===== config.mk =====
export PLATFORM = sky130hd
export DESIGN_NAME = number_rom_arbiter
export DESIGN_NICKNAME = d
export VERILOG_FILES = /design/src/rtl/number_rom_arbiter.sv
export SDC_FILE = /design/constraint.sdc
export NUM_CORES = 1
export LEC_CHECK = 0
export ABC_CLOCK_PERIOD_IN_PS = 1790
export CAP_MARGIN = 10
export CORE_AREA = 2 2 64 66
export DETAILED_ROUTE_END_ITERATION = 8
export DIE_AREA = 0 0 66 68
export MAX_ROUTING_LAYER = met4
export PLACE_DENSITY = 0.84
export SETUP_SLACK_MARGIN = 0.05
export SYNTH_ARGS = -nofsm -noshare
export SYNTH_HDL_FRONTEND = slang
export SYNTH_SLANG_ARGS = --single-unit

===== constraint.sdc =====
create_clock -name clock_25 -period 1.79 [get_ports clock_25]
set_input_delay 0.537 -clock clock_25 [delete_from_list [all_inputs] [get_ports clock_25]]
set_output_delay 0.537 -clock clock_25 [all_outputs]
set_load 0.02 [all_outputs]

===== src/rtl/number_rom_arbiter.sv =====
// Round-robin arbiter sharing the single glyph ROM among the time, score and
// best-score digit requesters, returning each ROM pixel tagged with its owner.
module number_rom_arbiter #(
  parameter int ROM_LATENCY   = 1,
  parameter int CONFLICT_BITS = 8
) (
  input  logic                     clock_25,
  input  logic                     reset,
  input  logic                     sync_reset,
  input  logic [2:0]               req,
  input  logic [3:0]               selected_number_0,
  input  logic [3:0]               selected_number_1,
  input  logic [3:0]               selected_number_2,
  input  logic [7:0]               number_count_0,
  input  logic [7:0]               number_count_1,
  input  logic [7:0]               number_count_2,
  output logic [2:0]               grant,
  output logic [2:0]               denied,
  output logic [3:0]               rom_selected_number,
  output logic [7:0]               rom_number_count,
  input  logic                     number_pixel,
  output logic                     pixel_valid,
  output logic [1:0]               pixel_owner,
  output logic                     pixel_out,
  output logic [CONFLICT_BITS-1:0] conflict_count
);

  // Stage A plus ROM_LATENCY stages keeps the tag aligned with the ROM data.
  localparam int STAGES = ROM_LATENCY + 1;

  logic       clr;
  logic [1:0] ptr;
  logic [1:0] cand;
  logic [1:0] win;
  logic       win_any;
  logic [2:0] win_oh;
  logic [3:0] win_sn;
  logic [7:0] win_nc;
  logic       multi;

  logic [STAGES-1:0] vld_p;
  logic [1:0]        own_p [STAGES];

  function automatic logic [1:0] rr_next(input logic [1:0] v);
    return (v == 2'd2) ? 2'd0 : v + 2'd1;
  endfunction

  function automatic logic [CONFLICT_BITS-1:0] sat_inc(input logic [CONFLICT_BITS-1:0] v);
    return (&v) ? v : v + CONFLICT_BITS'(1);
  endfunction

  assign clr = reset | sync_reset;

  always_comb begin
    win_any = 1'b0;
    win     = 2'd0;
    cand    = ptr;
    for (int k = 0; k < 3; k++) begin
      if (!win_any && req[cand]) begin
        win_any = 1'b1;
        win     = cand;
      end
      cand = rr_next(cand);
    end
  end

  // Idle cycles drive a zero address so the bus matches the legacy OR-merge.
  always_comb begin
    win_oh = 3'b000;
    win_sn = 4'd0;
    win_nc = 8'd0;
    if (win_any) begin
      win_oh = 3'b001 << win;
      case (win)
        2'd0: begin
          win_sn = selected_number_0;
          win_nc = number_count_0;
        end
        2'd1: begin
          win_sn = selected_number_1;
          win_nc = number_count_1;
        end
        default: begin
          win_sn = selected_number_2;
          win_nc = number_count_2;
        end
      endcase
    end
  end

  assign multi = (req[0] & req[1]) | (req[0] & req[2]) | (req[1] & req[2]);

  // Stage A: grant, ROM address, pointer and conflict statistics.
  always_ff @(posedge clock_25) begin
    if (clr) begin
      grant               <= 3'b000;
      denied              <= 3'b000;
      rom_selected_number <= 4'd0;
      rom_number_count    <= 8'd0;
      ptr                 <= 2'd0;
      conflict_count      <= '0;
    end else begin
      grant               <= win_oh;
      denied              <= req & ~win_oh;
      rom_selected_number <= win_sn;
      rom_number_count    <= win_nc;
      if (win_any) ptr <= rr_next(win);
      if (multi) conflict_count <= sat_inc(conflict_count);
    end
  end

  // Tag stages p0..pN: {valid, owner} follows the address through the ROM.
  always_ff @(posedge clock_25) begin
    if (clr) begin
      vld_p <= '0;
      for (int k = 0; k < STAGES; k++) own_p[k] <= 2'd0;
    end else begin
      vld_p    <= {vld_p[STAGES-2:0], win_any};
      own_p[0] <= win;
      for (int k = 1; k < STAGES; k++) own_p[k] <= own_p[k-1];
    end
  end

  // ROM data lands in the same cycle as the last tag stage, so no extra register.
  assign pixel_valid = vld_p[STAGES-1];
  assign pixel_owner = own_p[STAGES-1];
  assign pixel_out   = pixel_valid & number_pixel;

endmodule


# [Word level (Yosys, flattened, before mapping)]
# Memory sizes are Yosys's and may differ from the RTL's.
# Index checks and enable logic that the tools add are counted.
[classes] shifts=1 bitwise_logic=13 reduce_logical=8 addsub=4 order_cmp=3 muxes=23 eq_ne=4
[op_table] cell="2-to-1 mux 2 bit" count=8
[op_table] cell="case mux 8 bit (2 select lines)" count=1
[op_table] cell="< comparator 2 x 3 -> 1 bit (second input constant)" count=3
[op_table] cell="2-to-1 mux 1 bit" count=9
[op_table] cell="adder 8 x 1 -> 8 bit (second input constant)" count=1
[op_table] cell="case mux 4 bit (2 select lines)" count=1
[op_table] cell="AND reduction 8 bit" count=1
[op_table] cell="adder 2 x 1 -> 2 bit (second input constant)" count=3
[op_table] cell="binary-select mux 1 bit (select 2 bit)" count=3
[op_table] cell="== test 2 bit (second input constant)" count=3
[op_table] cell="bitwise OR 1 bit" count=5
[op_table] cell="AND 1 bit" count=4
[op_table] cell="AND 3 bit" count=1
[op_table] cell="2-to-1 mux 3 bit" count=1
[op_table] cell="inverter 3 bit" count=1
[op_table] cell="left shift 1 x 2 -> 3 bit (first input constant)" count=1
[op_table] cell="== test 2 x 1 -> 1 bit (second input constant)" count=1
[op_table] cell="logical AND 1 bit" count=2
[op_table] cell="zero test 1 bit" count=2
[op_table] cell="zero test 2 bit" count=1
[op_table] cell="inverter 1 bit" count=2
[op_table] cell="AND reduction 2 bit" count=1
[op_table] cell="OR reduction 2 bit" count=1
[word_totals] ram_bits=4 input_bits=43 output_inout_bits=30 memories=1 ff_bits=30 wordCells=64
[mem_list] memory="own_p" words=2 word_bits=2 read_ports=2 rd_ports_with_merged_regs=0 wr=2 line_no="42" text="logic [1:0] own_p [STAGES];"

# [Logic depth before layout (Yosys ltp)]
[logic_depth] ltp_word=13 depth_mapped=6 mapped_depth_nobuf=5

# [Least setup slack after synthesis]
# OpenSTA, ideal clock, no wires.
[synth_path] path_kind="input-to-reg" from="input sync_reset" to="register conflict_count[7]" cell_stages=4 required_ps=1730 path_buffers=1 setup_ps=60 arrival_ps=1534 path_slack_ps=196 cell_sequence="or2_2 > buf_2 > or4_1 > nand2_1"
[synth_via] elab_chain_cells=1
[synth_lines] item="start, declared" line_no="9" text="input logic sync_reset,"
[synth_lines] item="bitwise OR 1 bit" line_no="52" text="assign clr = reset | sync_reset;"
[synth_lines] item="end signal, assigned" line_no="108" text="if (multi) conflict_count <= sat_inc(conflict_count);"
[synth_lines] item="end, declared" line_no="25" text="output logic [CONFLICT_BITS-1:0] conflict_count"
# Every way passes these cells.
# A chain may end at the register's enable or synchronous reset.

# [Worst setup path in the final report]
# Ends and elaborated chain as after synthesis.

==> impl_metrics.yaml <==
run_status:
  status: "complete, no violations"
finish:
  most-common-layout-cells: "clkdlybuf4s50_1 (38), dfxtp_1 (34), buf_4 (23)"
  layout.nets: 282
  area_growth_pct: 73.29
  final_common_cell: "clkdlybuf4s50_1"
  layout-drive-gt1-share: 0.1841
  diodes: 0
  final_area_um2: 2435
placement:
  dp_hpwl_um: 2973
  port_buffers: 72
  globalplace.congestion: 0.8552
  place_area_um2: 2311
  preCtsSetupSlack_ps: -438.3
cts:
  cts_tree: "yes"
  cts.sinks: 34
  h-tree-depth: 2
  numCtsBuffers: 5
  clk_latency_ps: 280
  path_clk_slew_ps: 70
  clock-root-buffer: "clkbuf_8"
  hold_buffers: 0
  clock_path_buffers: 2
global_route:
  grt_max_degree: 14
  grt_use_total: 0.1925
  grt_pass1_vias: 1400
  antenna_found_initial: 0
  overflow: 0
  grt_pass1_wl_um: 6216
timing:
  clock-skew-final_ps: 2.337
  fmax_mhz: 597.9
  finalCritPeriodShare: 0.9344
  whs_ps: 429.9
  slew_headroom: 0.7899
  fin_crit_ps: 1673
  finalHoldViolCount: 0
  worst_slew_pin_slew_ps: 314.2
  finalSetupViolations: 0
  report.final.slew_viol_count: 0
  rsz0062_at_grt: "no"
  timing.setup.tns_ps: 0
  fin_ws_ps: 117.5
route:
  drt_first_iter_violations: 114
  ant_nets: 0
  avgViaCountPerCell: 5.076
  post-route-drc-count: 0
  routed-via-count: 1467
  post_drt_wl_per_cell_um: 13.29
  dr.pass1.iters: 4
  wl_um: 3841
floorplan:
  die-area_um2: 4488
  die_h_um: 68
  initial_core_util: 0.3644
  num_io_pins: 73
  die_x_um: 66
  coreArea_um2: 3856
  num_rows: 23
power_and_ir_drop:
  peakVddDrop_v: 0.0004226
  power_frac_clock: 0.378
  power_mw: 1.819
  switching_power_mw: 0.4353
  leakage_nw: 1.240
  p_per_area_nw_per_um2: 747.0
  power_frac_comb: 0.185
  swShare: 0.2393
  pwr-share-seq: 0.437
  p_int_mw: 1.383
yosys:
  synth-compound-area-share: 0.2226
  ys_ff_latch: 34
  synth_cells: 145
  synth_top_family_by_area: "compound AO/OA/AOI/OAI gates"
  ys_types: 37
  avgSynthCellArea_um2: 9.690
  synth_fa_ha_area_frac: 0.01870
  synth.mux.area_fraction: 0.007124
  yosysSeqAreaShare: 0.4844
  synth_xor_area_frac: 0.02493
  synthSimpleGateAreaFrac: 0.1870
  netlist_area_um2: 1405
  yosysWarnings: 0
  synth.net_count: 189
worst_setup_path:
  cp_slowest_stage_delay_ps: 520
  critPathRequiredTime_ps: 2020
  worstPathArrival_ps: 1900
  path_class: "primary input to flop"
  cp_max_fo: 4
  cpMaxStageDelayCell: "or4_1"
  critPathCaptureType: "flop"
  critPathLaunchType: "primary input"
  path_cells: "clkdlybuf4s50_1 -> or2_2 -> or4_1 -> nand2_1"
min_path:
  hold_path.class: "flop to flop"
flow_run:
  max_cap_violations: 0
-- path summary, 6_finish.rpt --
check | slack, ps | startpoint | end | depth (start not counted)
worst max-delay path | 120 | sync_reset | conflict_count[7] | 4
worst min-delay path | 430 | own_p[0][1] | own_p[0][3] | 1
worst max register to register | 240 | conflict_count[3] | conflict_count[3] | 6
worst min register to register | 430 | own_p[0][1] | own_p[0][3] | 1
-- state kept, by name, summed over array words and instances, names as in the netlist --
name	count
rom_number_count	8
vld_p	2
own_p	4
denied	3
ptr	2
rom_selected_number	4
conflict_count	8
grant	3
-- through the flow --
stage          utilization  instances
4_1_cts             0.6201        289
2_1_floorplan            -        145
5_1_grt             0.6314        289
3_3_place_gp        0.5993        281
6_report            0.6314        289
3_5_place_dp        0.5993        281
-- cell type report --
type | instances | area (µm²)
fill | 324 | 1421
multi-input combinational | 99 | 649.4
clock inverter | 3 | 40.04
clock buffer | 5 | 68.82
sequential | 34 | 680.7
timing repair buffer | 96 | 925.9
tap | 50 | 62.56
inverter | 2 | 7.507
-- cells by family (layout without fill, tap and decap cells) --
logic type,count (synthesis),in the layout
AOI/OAI and AO/OA,39,39
DFF,34,34
xor gates and xnor gates,4,4
buffers and inverters,12,106
muxes,1,1
adders and majority gates,2,2
and+or+nand+nor,53,53
-- cells in the mapped netlist --
cell | n | area (µm²)
a21oi_1 | 2 | 10.01
dfxtp_1 | 34 | 680.7
mux2i_1 | 1 | 10.01
and3_2 | 1 | 7.510
a21o_1 | 1 | 7.510
o2111ai_1 | 1 | 8.760
buf_2 | 5 | 25.02
buf_6 | 2 | 22.52
o22ai_1 | 12 | 75.07
inv_2 | 1 | 3.750
ha_1 | 1 | 12.51
nor3_1 | 4 | 20.02
or2_2 | 1 | 6.260
a21boi_2 | 1 | 11.26
o21ai_2 | 1 | 8.760
and3_1 | 2 | 12.51
and2_1 | 5 | 31.28
nor3b_1 | 1 | 7.510
a21o_4 | 1 | 15.01
nand4_1 | 2 | 12.51
nand3b_1 | 1 | 7.510
o21ai_0 | 3 | 15.01
buf_4 | 3 | 22.52
nand2_1 | 18 | 67.56
and4_4 | 1 | 11.26
nor2_1 | 11 | 41.29
o31ai_4 | 1 | 21.27
nand2b_1 | 1 | 6.260
a32oi_1 | 12 | 105.1
nand3_1 | 2 | 10.01
o211ai_1 | 3 | 22.52
or4_1 | 2 | 15.01
inv_1 | 1 | 3.750
maj3_4 | 1 | 13.76
or3_1 | 1 | 6.260
o211ai_2 | 1 | 12.51
xor2_1 | 4 | 35.03
-- worst max-delay path, delay by kind of cell --
kind / cells / cell delay, ps
simple gates: 3 / 950
buf+inv: 1 / 410
-- power by group through the flow --
stage	logic, mW	registers, mW	clock network, mW
3_3_place_gp	0.345	0.812	0
2_1_floorplan	0.114	0.842	0
4_1_cts	0.340	0.796	0.697
3_5_place_dp	0.349	0.813	0
5_1_grt	0.362	0.797	0.731
6_report	0.337	0.795	0.687
-- per-layer routing --
| layer | vias to the layer above | GRT usage | wire (µm) |
|---|---|---|---|
| met4 | 0 | 0.08673 | 90 |
| li1 | 722 | - | - |
| met2 | 58 | 0.3295 | 1934 |
| met1 | 681 | 0.2026 | 1509 |
| met5 | - | - | 0 |
| met3 | 6 | 0.06579 | 306 |
-- timing repair --
action / CTS / global route
setup endpoints to repair: 37 / 22
hold endpoints to repair: 0 / 0
buffers inserted: 0 / 0
resized for setup: 23 / 17
gates cloned: 0 / 0
No activity file was read; power rests on OpenSTA's default activity.
==> edit 1: new RTL, config.mk and constraints unchanged <==
The parameter `ROM_LATENCY` goes from 1 to 2.
--- a/src/rtl/number_rom_arbiter.sv
+++ b/src/rtl/number_rom_arbiter.sv
@@ -1,7 +1,7 @@
 // Round-robin arbiter sharing the single glyph ROM among the time, score and
 // best-score digit requesters, returning each ROM pixel tagged with its owner.
 module number_rom_arbiter #(
-  parameter int ROM_LATENCY   = 1,
+  parameter int ROM_LATENCY   = 2,
   parameter int CONFLICT_BITS = 8
 ) (
   input  logic                     clock_25,
Check against the original RTL: not equivalent (a bounded check fails within 4 cycles, from zero or initial values).
==> edit 1 against the original RTL <==
Total power shrank 1.7%; setup slack lost 26 ps; highest routed layer unchanged; cell area grew 6.2%; sequential cell count grew 3; wire length grew 9.8%; die area is the same; largest cell class unchanged; worst hold slack lost 6.8 ps; area after synthesis grew 12%; sequential power grew 8.7%.
==> edit 1: results (changes against the original RTL) <==
| Metric | Value |
|---|---|
| Layout fillers | `297 (-8.3%)` |
| R2r endpoint | `rom_selected_number[0]$_SDFF_PP0_` |
| Vias per inst | `5.102 (+0.50%)` |
| Top Registers | `conflict_count x8, rom_number_count x8, own_p x6` |
| Post-Syn Nets | `195 (+3.2%)` |
| Top cells by count, synth | `37 x dfxtp_1, 16 x nand2_1, 12 x a32oi_1, 12 x nor2_1, 9 x o22ai_2` |
| Clk_skew | `2.933 ps (+0.5962 ps)` |
| Routed length per instance | `14.30 µm (+7.6%)` |
| Lkg Pwr | `1.214 nW (-2.1%)` |
| DRT iter0 DRCs | `53 (-54%)` |
| Global-route wire length before repair | `6382 µm (+2.7%)` |
| Max IR drop VDD | `0.5673 mV (+34%)` |
| Initial antenna violation count | `0 (unchanged)` |
| Tot GR Track Use | `19.38% (+0.13 points)` |
| Worst-case hold slack | `423.0 ps (-6.843 ps)` |
| Hold WC Path Type | `reg2reg` |
| Vias in the first global route | `1,377 (-1.6%)` |
| Worst slew margin | `74.18% (-4.8 points)` |
| Hold Path Origin | `own_p[0][1]$_SDFF_PP0_` |
| Worst reg2reg path startpoint | `ptr[0]$_SDFFE_PP0N_` |
| Synth area leaders | `dfxtp_1 47%, o22ai_2 7.1%, a32oi_1 6.7%, nand2_1 3.8%, and2_1 3.2%` |
| Outcome | `complete, no violations` |
| GP Congestion | `0.7527 (-12%)` |
| Detailed placer's ending HPWL | `2966 µm (-0.24%)` |
| Reg2reg setup slack | `180 ps (-60 ps)` |
[edit 1: cell types whose count changed after synthesis, moves of 2 or more]
cell / delta
o22ai_2: +9
dfxtp_1: +3
and2_1: +3
clkbuf_1: +2
nand2_1: -2
buf_2: -3
o22ai_1: -9
[edit 1: kinds of logic after synthesis]
| logic type | after synthesis | share of synthesized area (%) |
|---|---|---|
| AND/OR/NAND/NOR | 54 | 17.30 |
| AO/OA/AOI/OAI | 40 | 25.24 |
| flip-flops | 37 | 46.98 |
| buffers and inverters | 12 | 5.555 |
| XOR/XNOR | 5 | 2.778 |
| adder cells (fa/ha/maj) | 2 | 1.508 |
| multiplexers | 1 | 0.6349 |
[edit 1: how the worst max path moves through the flow]
stage	endpoint	cells past startpoint	from	slack, ps
after global placement	pixel_out	3	number_pixel	-430
after CTS	pixel_out	3	number_pixel	0.3
after floorplan	rom_number_count[3]$_SDFF_PP0_	5	req[2]	150
after detailed placement	rom_number_count[3]$_SDFF_PP0_	6	req[0]	-460
after global routing	rom_number_count[0]$_SDFF_PP0_	7	req[0]	60
final	rom_selected_number[0]$_SDFF_PP0_	7	req[0]	90
[edit 1: worst max-delay path: stages]
cell           delay, ps
dlygate4sd2_1        280
and2b_4              210
a2111oi_4            340
buf_6                190
buf_4                140
a32oi_1               60
o22ai_2              150
[edit 1: per-layer routing]
| metal | wire length [µm] | global-route usage, % | vias to the layer above |
|---|---|---|---|
| met2 | 2202 | 32.32 | 47 |
| met3 | 186 | 4.276 | 7 |
| met5 | 0 | - | - |
| met1 | 1774 | 23.37 | 709 |
| li1 | - | - | 742 |
| met4 | 55 | 6.633 | 0 |
[edit 1: power by group]
part	internal (mW)	leakage, nW	switching [mW]	total (mW)
combinational	0.204	0.867	0.167	0.372
clock	0.270	0.0450	0.282	0.551
sequential	0.852	0.302	0.0120	0.864
total	1.33	1.21	0.461	1.79
[edit 1: area by class of cell]
class | instances | area share, %
Multi-Input combinational cell | 103 | 30.48
Clock inverter | 2 | 0.3870
Inverter | 2 | 0.2903
Tap cell | 50 | 2.419
Clock buffer | 6 | 2.806
Sequential cell | 37 | 28.69
Timing Repair Buffer | 95 | 34.93
[edit 1: per-stage QoR]
step                area [µm²]  std cells  total power, mW  worst slack [ps]
detailed placement        2450        284            1.245            -461.3
global route              2586        295            1.861             55.62
finish                    2586        295            1.787             91.25
global placement          2450        284            1.238            -427.5
CTS                       2550        295            1.796            0.2846
floorplan                 1577        151            1.048             153.7
[edit 1: repair_timing]
action / CTS / global route
gates cloned: 2 / 0
endpoints found under the setup margin: 48 / 19
buffers inserted: 1 / 0
pin swaps: 1 / 0
resized for setup: 35 / 14
==> edit 2: new RTL, config.mk and constraints unchanged <==
Without the edit above. Put one more register stage on the output `rom_number_count`, without a reset. The value now appears one clock later. The other outputs are not delayed to match.
--- a/src/rtl/number_rom_arbiter.sv
+++ b/src/rtl/number_rom_arbiter.sv
@@ -27,6 +27,8 @@
 
   // Stage A plus ROM_LATENCY stages keeps the tag aligned with the ROM data.
   localparam int STAGES = ROM_LATENCY + 1;
+
+  logic [7:0] rom_number_count_s0;
 
   logic       clr;
   logic [1:0] ptr;
@@ -96,14 +98,14 @@
       grant               <= 3'b000;
       denied              <= 3'b000;
       rom_selected_number <= 4'd0;
-      rom_number_count    <= 8'd0;
+      rom_number_count_s0 <= 8'd0;
       ptr                 <= 2'd0;
       conflict_count      <= '0;
     end else begin
       grant               <= win_oh;
       denied              <= req & ~win_oh;
       rom_selected_number <= win_sn;
-      rom_number_count    <= win_nc;
+      rom_number_count_s0 <= win_nc;
       if (win_any) ptr <= rr_next(win);
       if (multi) conflict_count <= sat_inc(conflict_count);
     end
@@ -126,5 +128,9 @@
   assign pixel_owner = own_p[STAGES-1];
   assign pixel_out   = pixel_valid & number_pixel;
 
+  always_ff @(posedge clock_25) begin
+    rom_number_count <= rom_number_count_s0;
+  end
+
 endmodule
 
Formal check against the unedited RTL: not equivalent (a bounded check fails within 4 cycles, from zero or initial values).
==> edit 2 against the original RTL <==
Count of clock-buffer cells in the layout grew 1; sequential share of layout area grew 5.0 points; non-clock buffer count shrank 6; wire length grew 11%; global-route usage shrank 0.23 points; utilization grew 3.0 points; worst hold slack lost 96 ps; setup slack gained 74 ps; first-iteration DRC count shrank 12%; sequential cell count grew 8; cell area grew 4.8%; total power grew 22%; area after synthesis grew 8.5%; highest routed layer unchanged.
==> edit 2: results (changes against the original RTL) <==
| Metric | Value |
|---|---|
| Outcome | `complete, no violations` |
| Synth area leaders | `dfxtp_1 55%, a32oi_1 6.9%, o22ai_1 4.9%, nand2_1 4.2%, nor2_1 3.2%` |
| Post-Syn Nets | `196 (+3.7%)` |
| Layout cells sized above 1 | `13.69% (-4.7 points)` |
| Fin nets | `284 (+0.71%)` |
| GP Congestion | `0.8080 (-5.5%)` |
| Worst-case hold slack | `333.8 ps (-96.03 ps)` |
| Crit path DAT | `1840 ps (-60 ps)` |
| Reg2reg setup slack | `290 ps (+50 ps)` |
| Detailed placer's ending HPWL | `3164 µm (+6.4%)` |
| Worst reg2reg path startpoint | `conflict_count[0]$_SDFFE_PP0P_` |
| Yosys cell types | `34 (-8.1%)` |
| Met2 wire len | `2269 µm (+17%)` |
| Top Registers | `conflict_count x8, rom_number_count x8, rom_number_count_s0 x8` |
| Hold Path Origin | `rom_number_count_s0[0]$_SDFF_PP0_` |
| Tot GR Track Use | `19.02% (-0.23 points)` |
| M1 GR Usage | `21.75% (+1.5 points)` |
| Vias in the first global route | `1,290 (-7.9%)` |
| Global-route wire length before repair | `6106 µm (-1.8%)` |
| Max IR drop VDD | `0.5947 mV (+41%)` |
| Crit-path max FO | `2 (-2)` |
| Lkg Pwr | `1.171 nW (-5.6%)` |
| Worst slew margin | `71.16% (-7.8 points)` |
| Hold path depth | `0 (-1)` |
| Routed length per instance | `14.60 µm (+9.9%)` |
| Top cells by count, synth | `42 x dfxtp_1, 17 x nand2_1, 13 x nor2_1` |
| DRT iter0 DRCs | `100 (-12%)` |
| Vias per inst | `5.062 (-0.28%)` |
[edit 2: worst max path at each step]
stage                            start                                end  slack, ps  cells past startpoint
after global routing        sync_reset     conflict_count[6]$_SDFFE_PP0P_        120                      4
after global placement    number_pixel                          pixel_out       -430                      3
after detailed placement  number_pixel                          pixel_out       -430                      3
after CTS                 number_pixel                          pixel_out          3                      3
after floorplan                 req[2]  rom_number_count_s0[3]$_SDFF_PP0_        280                      6
final                       sync_reset     conflict_count[6]$_SDFFE_PP0P_        190                      4
[edit 2: area by class of cell]
| class | instances | area [µm²] |
|---|---|---|
| Timing Repair Buffer | 90 | 868.3 |
| Multi-Input combinational cell | 99 | 629.4 |
| Inverter | 2 | 7.507 |
| Sequential cell | 42 | 840.8 |
| Fill cell | 324 | 1305 |
| Clock inverter | 2 | 60.06 |
| Clock buffer | 6 | 82.58 |
| Tap cell | 50 | 62.56 |
[edit 2: cell families (layout without fill, tap and decap cells)]
logic type	after synthesis	in the layout	synth area share, %
AND/OR/NAND/NOR	49	49	15.09
flip-flops	42	42	55.13
XOR/XNOR	5	5	2.871
multiplexers	1	1	0.6563
AO/OA/AOI/OAI	42	42	20.92
adder cells (fa/ha/maj)	2	2	1.722
buffers and inverters	11	100	3.609
[edit 2: where the power goes]
group	leakage, nW	total [mW]	switching, mW	internal (mW)
Sequential	0.343	0.986	0.0129	0.973
Combinational	0.756	0.331	0.149	0.182
Clock	0.0714	0.908	0.313	0.595
Total	1.17	2.23	0.475	1.75
[edit 2: metrics by stage]
stage | utilization [%] | TNS (ps) | cells
after floorplan | - | 0 | 152
after global placement | 63.11 | -6359 | 283
after detailed placement | 63.11 | -7028 | 283
after CTS | 65.74 | 0 | 291
after global routing | 66.16 | 0 | 291
final | 66.16 | 0 | 291
